<file path="src/rtl/uart_alu_interface_pkg.sv">
// Shared opcode and FSM state definitions for the UART ALU interface, its top-level logic and its bench.
package uart_alu_interface_pkg;

    localparam int unsigned OP_W = 8;

    localparam logic [OP_W-1:0] OP_ADD = 8'h20;
    localparam logic [OP_W-1:0] OP_SUB = 8'h22;
    localparam logic [OP_W-1:0] OP_AND = 8'h24;
    localparam logic [OP_W-1:0] OP_OR  = 8'h25;
    localparam logic [OP_W-1:0] OP_XOR = 8'h26;
    localparam logic [OP_W-1:0] OP_NOR = 8'h27;
    localparam logic [OP_W-1:0] OP_SRA = 8'h03;
    localparam logic [OP_W-1:0] OP_SRL = 8'h02;

    localparam int unsigned STATE_W = 3;

    // Encodings are exported on the debug STATE output and must stay fixed.
    typedef enum logic [STATE_W-1:0] {
        S_A    = 3'd0,
        S_B    = 3'd1,
        S_OP   = 3'd2,
        S_CALC = 3'd3,
        S_SEND = 3'd4,
        S_WAIT = 3'd5
    } state_e;

endpackage

</file>
<file path="src/rtl/uart_alu_interface_if.sv">
// Rx/Tx handshake plus result/debug signals between the UART datapath and the ALU interface.
interface uart_alu_interface_if #(
    parameter int unsigned N_BIT = 8
);
    logic             rx_done;
    logic [N_BIT-1:0] rx_data;
    logic             tx_done;
    logic             tx_start;
    logic [N_BIT-1:0] tx_data;
    logic [N_BIT-1:0] result;
    logic             err;
    logic [2:0]       state;

    modport master (
        output rx_done, rx_data, tx_done,
        input  tx_start, tx_data, result, err, state
    );

    modport slave (
        input  rx_done, rx_data, tx_done,
        output tx_start, tx_data, result, err, state
    );
endinterface

</file>
<file path="src/rtl/uart_alu_interface_alu.sv">
// Combinational ALU: eight opcodes, modulo-2**N_BIT arithmetic, valid low on an unknown opcode.
module uart_alu_interface_alu
    import uart_alu_interface_pkg::*;
#(
    parameter int unsigned N_BIT = 8
) (
    input  logic [N_BIT-1:0] a,
    input  logic [N_BIT-1:0] b,
    input  logic [N_BIT-1:0] op,
    output logic [N_BIT-1:0] y,
    output logic             valid
);
    localparam int unsigned SHW = $clog2(N_BIT);

    logic [SHW-1:0] sh;
    assign sh = b[SHW-1:0];

    always_comb begin
        y     = '0;
        valid = 1'b1;
        case (op)
            OP_ADD:  y = a + b;
            OP_SUB:  y = a - b;
            OP_AND:  y = a & b;
            OP_OR:   y = a | b;
            OP_XOR:  y = a ^ b;
            OP_NOR:  y = ~(a | b);
            OP_SRA:  y = N_BIT'($signed(a) >>> sh);
            OP_SRL:  y = a >> sh;
            default: valid = 1'b0;
        endcase
    end
endmodule

</file>
<file path="src/rtl/uart_alu_interface.sv">
// Collects A, B, opcode bytes from Rx, computes the ALU result and hands it to Tx with a start pulse.
// Optional `INTF_TIMEOUT_EN adds an inter-byte timeout that abandons a partial frame.
module uart_alu_interface
    import uart_alu_interface_pkg::*;
#(
    parameter int unsigned N_BIT     = 8,
    parameter int unsigned TO_CYCLES = 1_000_000,
    parameter int unsigned TO_W      = 20
) (
    input logic                clk,
    input logic                rst,
    uart_alu_interface_if.slave bus
);
    state_e           state_q, state_d;
    logic [N_BIT-1:0] a_q, a_d, b_q, b_d, op_q, op_d;
    logic [N_BIT-1:0] result_q, result_d, tx_data_q, tx_data_d;
    logic             err_q, err_d, tx_start_q, tx_start_d;
    logic [N_BIT-1:0] alu_y;
    logic             alu_valid;

    uart_alu_interface_alu #(.N_BIT(N_BIT)) u_alu (
        .a     (a_q),
        .b     (b_q),
        .op    (op_q),
        .y     (alu_y),
        .valid (alu_valid)
    );

`ifdef INTF_TIMEOUT_EN
    logic [TO_W-1:0] to_cnt_q, to_cnt_d;
`else
    logic unused_to;
    assign unused_to = ^{TO_CYCLES, TO_W};
`endif

    always_comb begin
        state_d   = state_q;
        a_d       = a_q;
        b_d       = b_q;
        op_d      = op_q;
        result_d  = result_q;
        tx_data_d = tx_data_q;
        err_d     = err_q;
        case (state_q)
            S_A: if (bus.rx_done) begin
                a_d     = bus.rx_data;
                state_d = S_B;
            end
            S_B: if (bus.rx_done) begin
                b_d     = bus.rx_data;
                state_d = S_OP;
            end
            S_OP: if (bus.rx_done) begin
                op_d    = bus.rx_data;
                state_d = S_CALC;
            end
            S_CALC: begin
                result_d  = alu_y;
                tx_data_d = alu_y;
                err_d     = ~alu_valid;
                state_d   = S_SEND;
            end
            S_SEND: state_d = S_WAIT;
            S_WAIT: if (bus.tx_done) state_d = S_A;
            default: state_d = S_A;
        endcase

`ifdef INTF_TIMEOUT_EN
        // Counter only runs while waiting for the 2nd/3rd byte of a frame.
        to_cnt_d = '0;
        if ((state_q == S_B || state_q == S_OP) && !bus.rx_done) begin
            if (to_cnt_q == TO_W'(TO_CYCLES - 1)) begin
                state_d = S_A;
            end else begin
                to_cnt_d = to_cnt_q + TO_W'(1);
            end
        end
`endif

        tx_start_d = (state_d == S_SEND);
    end

    always_ff @(posedge clk or posedge rst) begin
        if (rst) begin
            state_q    <= S_A;
            a_q        <= '0;
            b_q        <= '0;
            op_q       <= '0;
            result_q   <= '0;
            tx_data_q  <= '0;
            err_q      <= 1'b0;
            tx_start_q <= 1'b0;
`ifdef INTF_TIMEOUT_EN
            to_cnt_q   <= '0;
`endif
        end else begin
            state_q    <= state_d;
            a_q        <= a_d;
            b_q        <= b_d;
            op_q       <= op_d;
            result_q   <= result_d;
            tx_data_q  <= tx_data_d;
            err_q      <= err_d;
            tx_start_q <= tx_start_d;
`ifdef INTF_TIMEOUT_EN
            to_cnt_q   <= to_cnt_d;
`endif
        end
    end

    assign bus.tx_start = tx_start_q;
    assign bus.tx_data  = tx_data_q;
    assign bus.result   = result_q;
    assign bus.err      = err_q;
    assign bus.state    = state_q;
endmodule

</file>
<file path="src/flat_wrapper.sv">
// flat-port wrapper written by rule: the top's interface ports become plain ports
module uart_alu_interface_flat import uart_alu_interface_pkg::*;
#(
    parameter int unsigned N_BIT     = 8,
    parameter int unsigned TO_CYCLES = 1_000_000,
    parameter int unsigned TO_W      = 20
)
  (clk, rst, bus_rx_done, bus_rx_data, bus_tx_done, bus_tx_start, bus_tx_data, bus_result, bus_err, bus_state);
  uart_alu_interface_if #(.N_BIT(N_BIT)) bus_i ();
  input logic clk;
  input logic rst;
  input wire logic [$bits(bus_i.rx_done)-1:0] bus_rx_done;
  input wire logic [$bits(bus_i.rx_data)-1:0] bus_rx_data;
  input wire logic [$bits(bus_i.tx_done)-1:0] bus_tx_done;
  output wire logic [$bits(bus_i.tx_start)-1:0] bus_tx_start;
  output wire logic [$bits(bus_i.tx_data)-1:0] bus_tx_data;
  output wire logic [$bits(bus_i.result)-1:0] bus_result;
  output wire logic [$bits(bus_i.err)-1:0] bus_err;
  output wire logic [$bits(bus_i.state)-1:0] bus_state;
  assign bus_i.rx_done = bus_rx_done;
  assign bus_i.rx_data = bus_rx_data;
  assign bus_i.tx_done = bus_tx_done;
  assign bus_tx_start = bus_i.tx_start;
  assign bus_tx_data = bus_i.tx_data;
  assign bus_result = bus_i.result;
  assign bus_err = bus_i.err;
  assign bus_state = bus_i.state;
  uart_alu_interface #(.N_BIT(N_BIT), .TO_CYCLES(TO_CYCLES), .TO_W(TO_W)) u_core (.clk(clk), .rst(rst), .bus(bus_i));
endmodule
</file>
<file path="config.mk">
export PLATFORM = sky130hd
export DESIGN_NAME = uart_alu_interface_flat
export DESIGN_NICKNAME = d
export VERILOG_FILES = /design/src/rtl/uart_alu_interface_pkg.sv /design/src/rtl/uart_alu_interface_if.sv /design/src/rtl/uart_alu_interface_alu.sv /design/src/rtl/uart_alu_interface.sv /design/src/flat_wrapper.sv
export SDC_FILE = /design/constraint.sdc
export NUM_CORES = 1
export LEC_CHECK = 0
export ABC_AREA = 1
export CAP_MARGIN = 20
export CORE_MARGIN = 1
export CORE_UTILIZATION = 55
export CTS_CLUSTER_DIAMETER = 40
export DETAILED_ROUTE_END_ITERATION = 6
export PLACE_DENSITY = 0.83
export SLEW_MARGIN = 0
export SYNTH_ARGS = -nofsm -noshare
export SYNTH_HDL_FRONTEND = slang
export SYNTH_SLANG_ARGS = --single-unit
</file>
<file path="constraint.sdc">
create_clock -name clk -period 4.1 [get_ports clk]
set_input_delay 0.41 -clock clk [delete_from_list [all_inputs] [get_ports clk]]
set_output_delay 0.41 -clock clk [all_outputs]
set_load 0.05 [all_outputs]
</file>
Word level (Yosys, flattened, before mapping)
Index checks and enable logic that the tools add are counted.
{ "word_totals": {"regBits": 37, "word_cells": 42, "input_bits": 12} }
{ "classes": {"bitwise": 5, "addsub": 2, "n_shift": 2, "n_eq_ne": 14, "n_mux": 7, "reduce_logical": 5} }
{ "ops": {"columns": ["op", "n"], "rows": [
  ["$pmux W8 S8", 1],
  ["$eq A8 B6 Y1 const B", 6],
  ["$pmux W3 S6", 1],
  ["$eq A8 B2 Y1 const B", 2],
  ["$mux W3", 4],
  ["$eq A3 B3 Y1 const B", 3],
  ["$add A8 B8 Y8", 1],
  ["$and A8 B8 Y8", 1],
  ["$not A8 Y8", 1],
  ["$or A8 B8 Y8", 1],
  ["$reduce_or A8 Y1", 1],
  ["$shr A8 B3 Y8", 1],
  ["$sshr A8 B3 Y8", 1],
  ["$sub A8 B8 Y8", 1],
  ["$xor A8 B8 Y8", 1],
  ["$eq A3 B2 Y1 const B", 2],
  ["$reduce_and A2 Y1", 3],
  ["$eq A3 B1 Y1 const B", 1],
  ["$logic_not A3 Y1", 1],
  ["$mux W1", 1],
  ["$not A1 Y1", 1]
]} }

Longest topological paths before layout
{ "logic_depth": {"ltp_word": 4, "mapped_depth": 18} }

Cells and area by module
From an unflattened synthesis, not the netlist that was laid out.
{ "unflattened": {"cells_unflattened": 482, "area_unflattened_um2": 3266.9} }
{ "by_module_without_submodules": {"columns": ["module", "n_inst", "area_per_inst_um2", "cells_each"], "rows": [
  ["uart_alu_interface_alu", 1, 1654.1, 311],
  ["uart_alu_interface", 1, 1612.8, 171]
]} }

Least setup slack after synthesis
No wires, ideal clock.
{ "synth_timing": {"path_kind": "register -> register", "start": "register u_core.op_q[0]", "end": "register u_core.result_q[4] (netlist: u_core.bus.result[4])", "setup_time_ns": 0.118, "arrival_ns": 2.146, "stages_incl_launch_ff": 17, "required_time_ns": 3.982, "path_slack_ns": 1.836, "period_less_slack_ns": 2.264, "n_path_buf": 0, "path_cell_list": "dfrtp_1 inv_1 nand2_2 nor2_2 nand2_2 o21ai_0 xor2_1 ha_1 nand2_1 inv_1 nor2_1 nand2_1 or2_2 a21oi_1 nand2_1 nand2_1 nand2_1"} }
{ "synth_between": {"elab_chain_cells": 2, "word_cells_on_any_way": 9, "classes_between": "8 x eq/ne; 1 x mux"} }
{ "synth_lines": {"columns": ["item", "line", "rtl"], "rows": [
  ["start: declaration", "uart_alu_interface.sv:15", "logic [N_BIT-1:0] a_q, a_d, b_q, b_d, op_q, op_d;"],
  ["start signal: assignment", "uart_alu_interface.sv:100", "op_q <= op_d;"],
  ["$eq A8 B2 Y1 / $eq A8 B6 Y1 (equally long branches)", "uart_alu_interface_alu.sv:21", "case (op)"],
  ["$pmux W8 S8 (*)", "uart_alu_interface_alu.sv:21", null],
  ["end signal: assignment", "uart_alu_interface.sv:101", "result_q <= result_d;"],
  ["end: declaration", "uart_alu_interface.sv:16", "logic [N_BIT-1:0] result_q, result_d, tx_data_q, tx_data_d;"]
]} }
Mark *: on every way between the ends. The rest lies on a longest branch, timed or not.
A chain may end at the register's enable or synchronous reset.

Worst setup path in the final report
{ "layout_timing": {"start": "register u_core.op_q[4]", "end": "register u_core.result_q[7] (netlist: u_core.bus.result[7])"} }
Same word-level chain as after synthesis.

==> results.md <==
- Worst setup EP type: flop
- Outcome: finished clean
- CTS Buf Count: 5
- CTS tree: yes
- R2R Setup Slk: 1.38 ns
- TNS Setup: 0 ns
- Clock transition at path regs: 0.08 ns
- Worst Hold Class: flop to flop
- Path depth of the worst reg2reg path: 17
- Worst slew margin: 43.6%
- Mean post-synth cell area: 6.92 µm²
- Port Buf Inserts: 32
- Power Dens Cells: 893 nW/µm²
- Post-DP HPWL: 5840 µm
- Clock power frac: 11.2%
- Worst endpoint required time: 4.30 ns
- Gpl congestion: 0.981
- Clk root buf: clkbuf_8
- Worst vdd ir: 417 µV
- Total track usage: 27.8%
- Sequential area share after synthesis: 30.8%
- Cell mode on critical path: nand2_1
- Hold Path Origin: u_core.bus.result[6]
- H-tree Lvls: 2
- Final ANT Viol Nets: 0
- Final cell count without fillers: 529
- Number of global-route vias before repair: 2687
- FF-to-FF End: u_core.bus.result[7]
- I/O pins: 33
- Layout cells sized above 1: 6.54%
- Yosys warns: 0
- Delay-heaviest family, CP: simple AND/OR/NAND/NOR gates
- Core Area: 5170 µm²
- Comb pwr share: 63.7%
- Sequential group share of total power: 25.1%
- Die H: 76.0 µm
- Die Footprint: 5770 µm²
- Clock skew: 0.00164 ns
- Commonest non-fill, non-tap cells in the layout: nand2_1 (127), inv_1 (58), o21ai_0 (44)
- Achievable Freq: 368 MHz
- Largest net degree at the start of global routing: 24
- Unrepaired setup endpoints after global routing: false
- Hold_ws: 0.503 ns
- Total number of vias: 2920
- Area delta synth->final: 13.2%
- Syn Inst Count: 435
- Design Area, Final: 3410 µm²
- Slew Limit Fails: 0
- DRC viols: 0
- CTS Sinks: 37
- CTS Hold Bufs: 0
- Chip width: 76.0 µm
- Clock buffer depth: 2
- Global-route wire length before repair: 12700 µm
- Diode count: 0
- Cell with the largest stage delay on the worst path: nor2_4
- Yosys reg bits: 37
- # placed instances: 521
- Vias per std cell: 5.52
- Site row count: 26
- Postcts setup bufs: 0
- Buf+Inv Stages, Crit Path: 1
- Switching Fraction: 54.2%
- Total leakage power: 0.00178 µW
- DRT Pass-1 Iters: 6
- Setup-failing EPs final: 0
- Placed Area: 3290 µm²
- Commonest non-fill, non-tap cell in the layout: nand2_1
- GRT overflow: 0
- CP arrival: 2.92 ns
- Cell internal pwr: 1390 µW
- Hold Violations, Final: 0
- Max-cap violations: 0
- Launch point of the worst path: u_core.op_q[4]
- Critical-path cell list: inv_1 -> nand2_2 -> nor2_4 -> nand2_2 -> o21ai_0 -> nand2_1 -> xor2_1 -> ha_1 -> nand2_1 -> nor2_1 -> nand2_1 -> nand2_1 -> nand3_1 -> nand3_1 -> nand2_1 -> nand2_1 -> nand2_1
- Slew @ Worst Pin: 0.845 ns
- Initial antenna violation count: 0
- Clock latency on the worst-skew pair: 0.30 ns
- Crit share post-route: 66.3%
- Final WL: 7620 µm
- Max incr delay on CP: 0.41 ns
- Post-CTS Resized: 0
- Min cycle time layout: 2.72 ns
- Post-DR wirelength/cell: 14.4 µm
- RR Startpoint: u_core.op_q[4]
- Initial Util: 58.2%
- Syn_nets: 472
- NumNets Final: 495
- CP startpoint kind: flop
- NetSw: 1650 µW
- Kind of critical path: flop to flop
- Instance count on the critical path: 17
- Count of different cell masters after synthesis: 32
- Fill cells: 448
- CP Max Fanout: 23
- Initial DRC Count: 229
- Cell Area, Synth: 3010 µm²
- Worst setup path end: u_core.bus.result[7]
[worst register-to-register path: stages, from the launching register on]
cell and delay (ns):
dfrtp_1 0.40, inv_1 0.07, nand2_2 0.06, nor2_4 0.41, nand2_2 0.19, o21ai_0 0.17
nand2_1 0.11, xor2_1 0.15, ha_1 0.35, nand2_1 0.09, nor2_1 0.12, nand2_1 0.07
nand2_1 0.09, nand3_1 0.09, nand3_1 0.10, nand2_1 0.05, nand2_1 0.05, nand2_1 0.04
[registers in the layout, indices dropped and copies added, names as in the netlist]
signal and cells:
u_core.a_q 8, u_core.b_q 8, u_core.bus.result 8, u_core.op_q 8
u_core.bus.state 3, u_core.bus.err 1, u_core.bus.tx_start 1
[cells in the mapped netlist]
cell type    n  area [µm²]
and3_2       1        7.51
fa_1         1        20.0
clkinv_4     1        8.76
nor2_2       3        18.8
nor3_2       2        20.0
xor2_1       6        52.6
clkinv_1     1        3.75
buf_2        1        5.00
o21ai_1      1        5.00
clkbuf_1     3        11.3
a21oi_1      8        40.0
nand3_1     31         155
nand3b_1     5        37.5
nand2_2      6        37.5
o31ai_1      1        7.51
nor3_1       1        5.00
inv_1       58         218
dfrtp_1     37         926
buf_4       10        75.1
nor2_1      32         120
o211ai_1     2        15.0
nand4_1     16         100
nor2_4       3        33.8
nand2_1    127         477
buf_6        3        33.8
or2_1        1        6.26
ha_1        24         300
xnor2_1      1        8.76
buf_12       1        20.0
o21ai_0     44         220
or2_2        2        12.5
inv_2        2        7.51
[power by group through the flow]
stage	clock [µW]	combinational, µW	sequential [µW]
floorplan	0	1400	840
global placement	0	1870	760
detailed placement	0	1900	766
CTS	342	1920	759
global route	358	2160	791
finish	341	1940	764
[final cells by class]
cell class | count | area, µm² | share of cell area [%]
Clock buffer | 6 | 82.6 | 2.42
Clock inverter | 2 | 37.5 | 1.10
Inverter | 62 | 238 | 6.98
Multi-Input combinational cell | 318 | 1700 | 49.9
Sequential cell | 37 | 926 | 27.2
Tap cell | 70 | 87.6 | 2.57
Timing Repair Buffer | 34 | 335 | 9.84
[layer usage]
| layer | GRT usage, % | vias up | wire length [µm] |
|---|---|---|---|
| li1 | - | 1430 | - |
| met1 | 35.7 | 1336 | 3200 |
| met2 | 47.0 | 128 | 3680 |
| met3 | 3.98 | 26 | 500 |
| met4 | 11.0 | 0 | 240 |
| met5 | 0 | - | 0 |
[how the worst min path moves through the flow]
stage,slack [ns],end,cells past startpoint
finish,0.50,u_core.bus.result[6],2
global route,0.54,u_core.bus.result[3],2
CTS,0.51,u_core.bus.result[6],2
detailed placement,0.49,u_core.bus.result[6],2
global placement,0.48,u_core.bus.result[5],2
floorplan,0.45,u_core.op_q[3],2
[metrics by stage]
| step | utilization, % | total power (µW) | worst slack, ns |
|---|---|---|---|
| 3_5_place_dp | 63.5 | 2670 | 1.41 |
| 3_3_place_gp | 63.5 | 2630 | 1.47 |
| 6_report | 65.9 | 3040 | 1.38 |
| 5_1_grt | 65.9 | 3310 | 1.04 |
| 2_1_floorplan | - | 2240 | 1.84 |
| 4_1_cts | 65.9 | 3020 | 1.39 |
[cell families (layout without fill, tap and decap cells)]
logic type	count (synthesis)	in the layout	share of synthesized area [%]
AND/OR/NAND/NOR	230	230	34.3
buffers and inverters	80	104	12.7
AO/OA/AOI/OAI	56	56	9.56
flip-flops	37	37	30.8
adder cells (fa/ha/maj)	25	25	10.6
XOR/XNOR	7	7	2.04
Note: power is estimated with default switching activity, not from simulation.
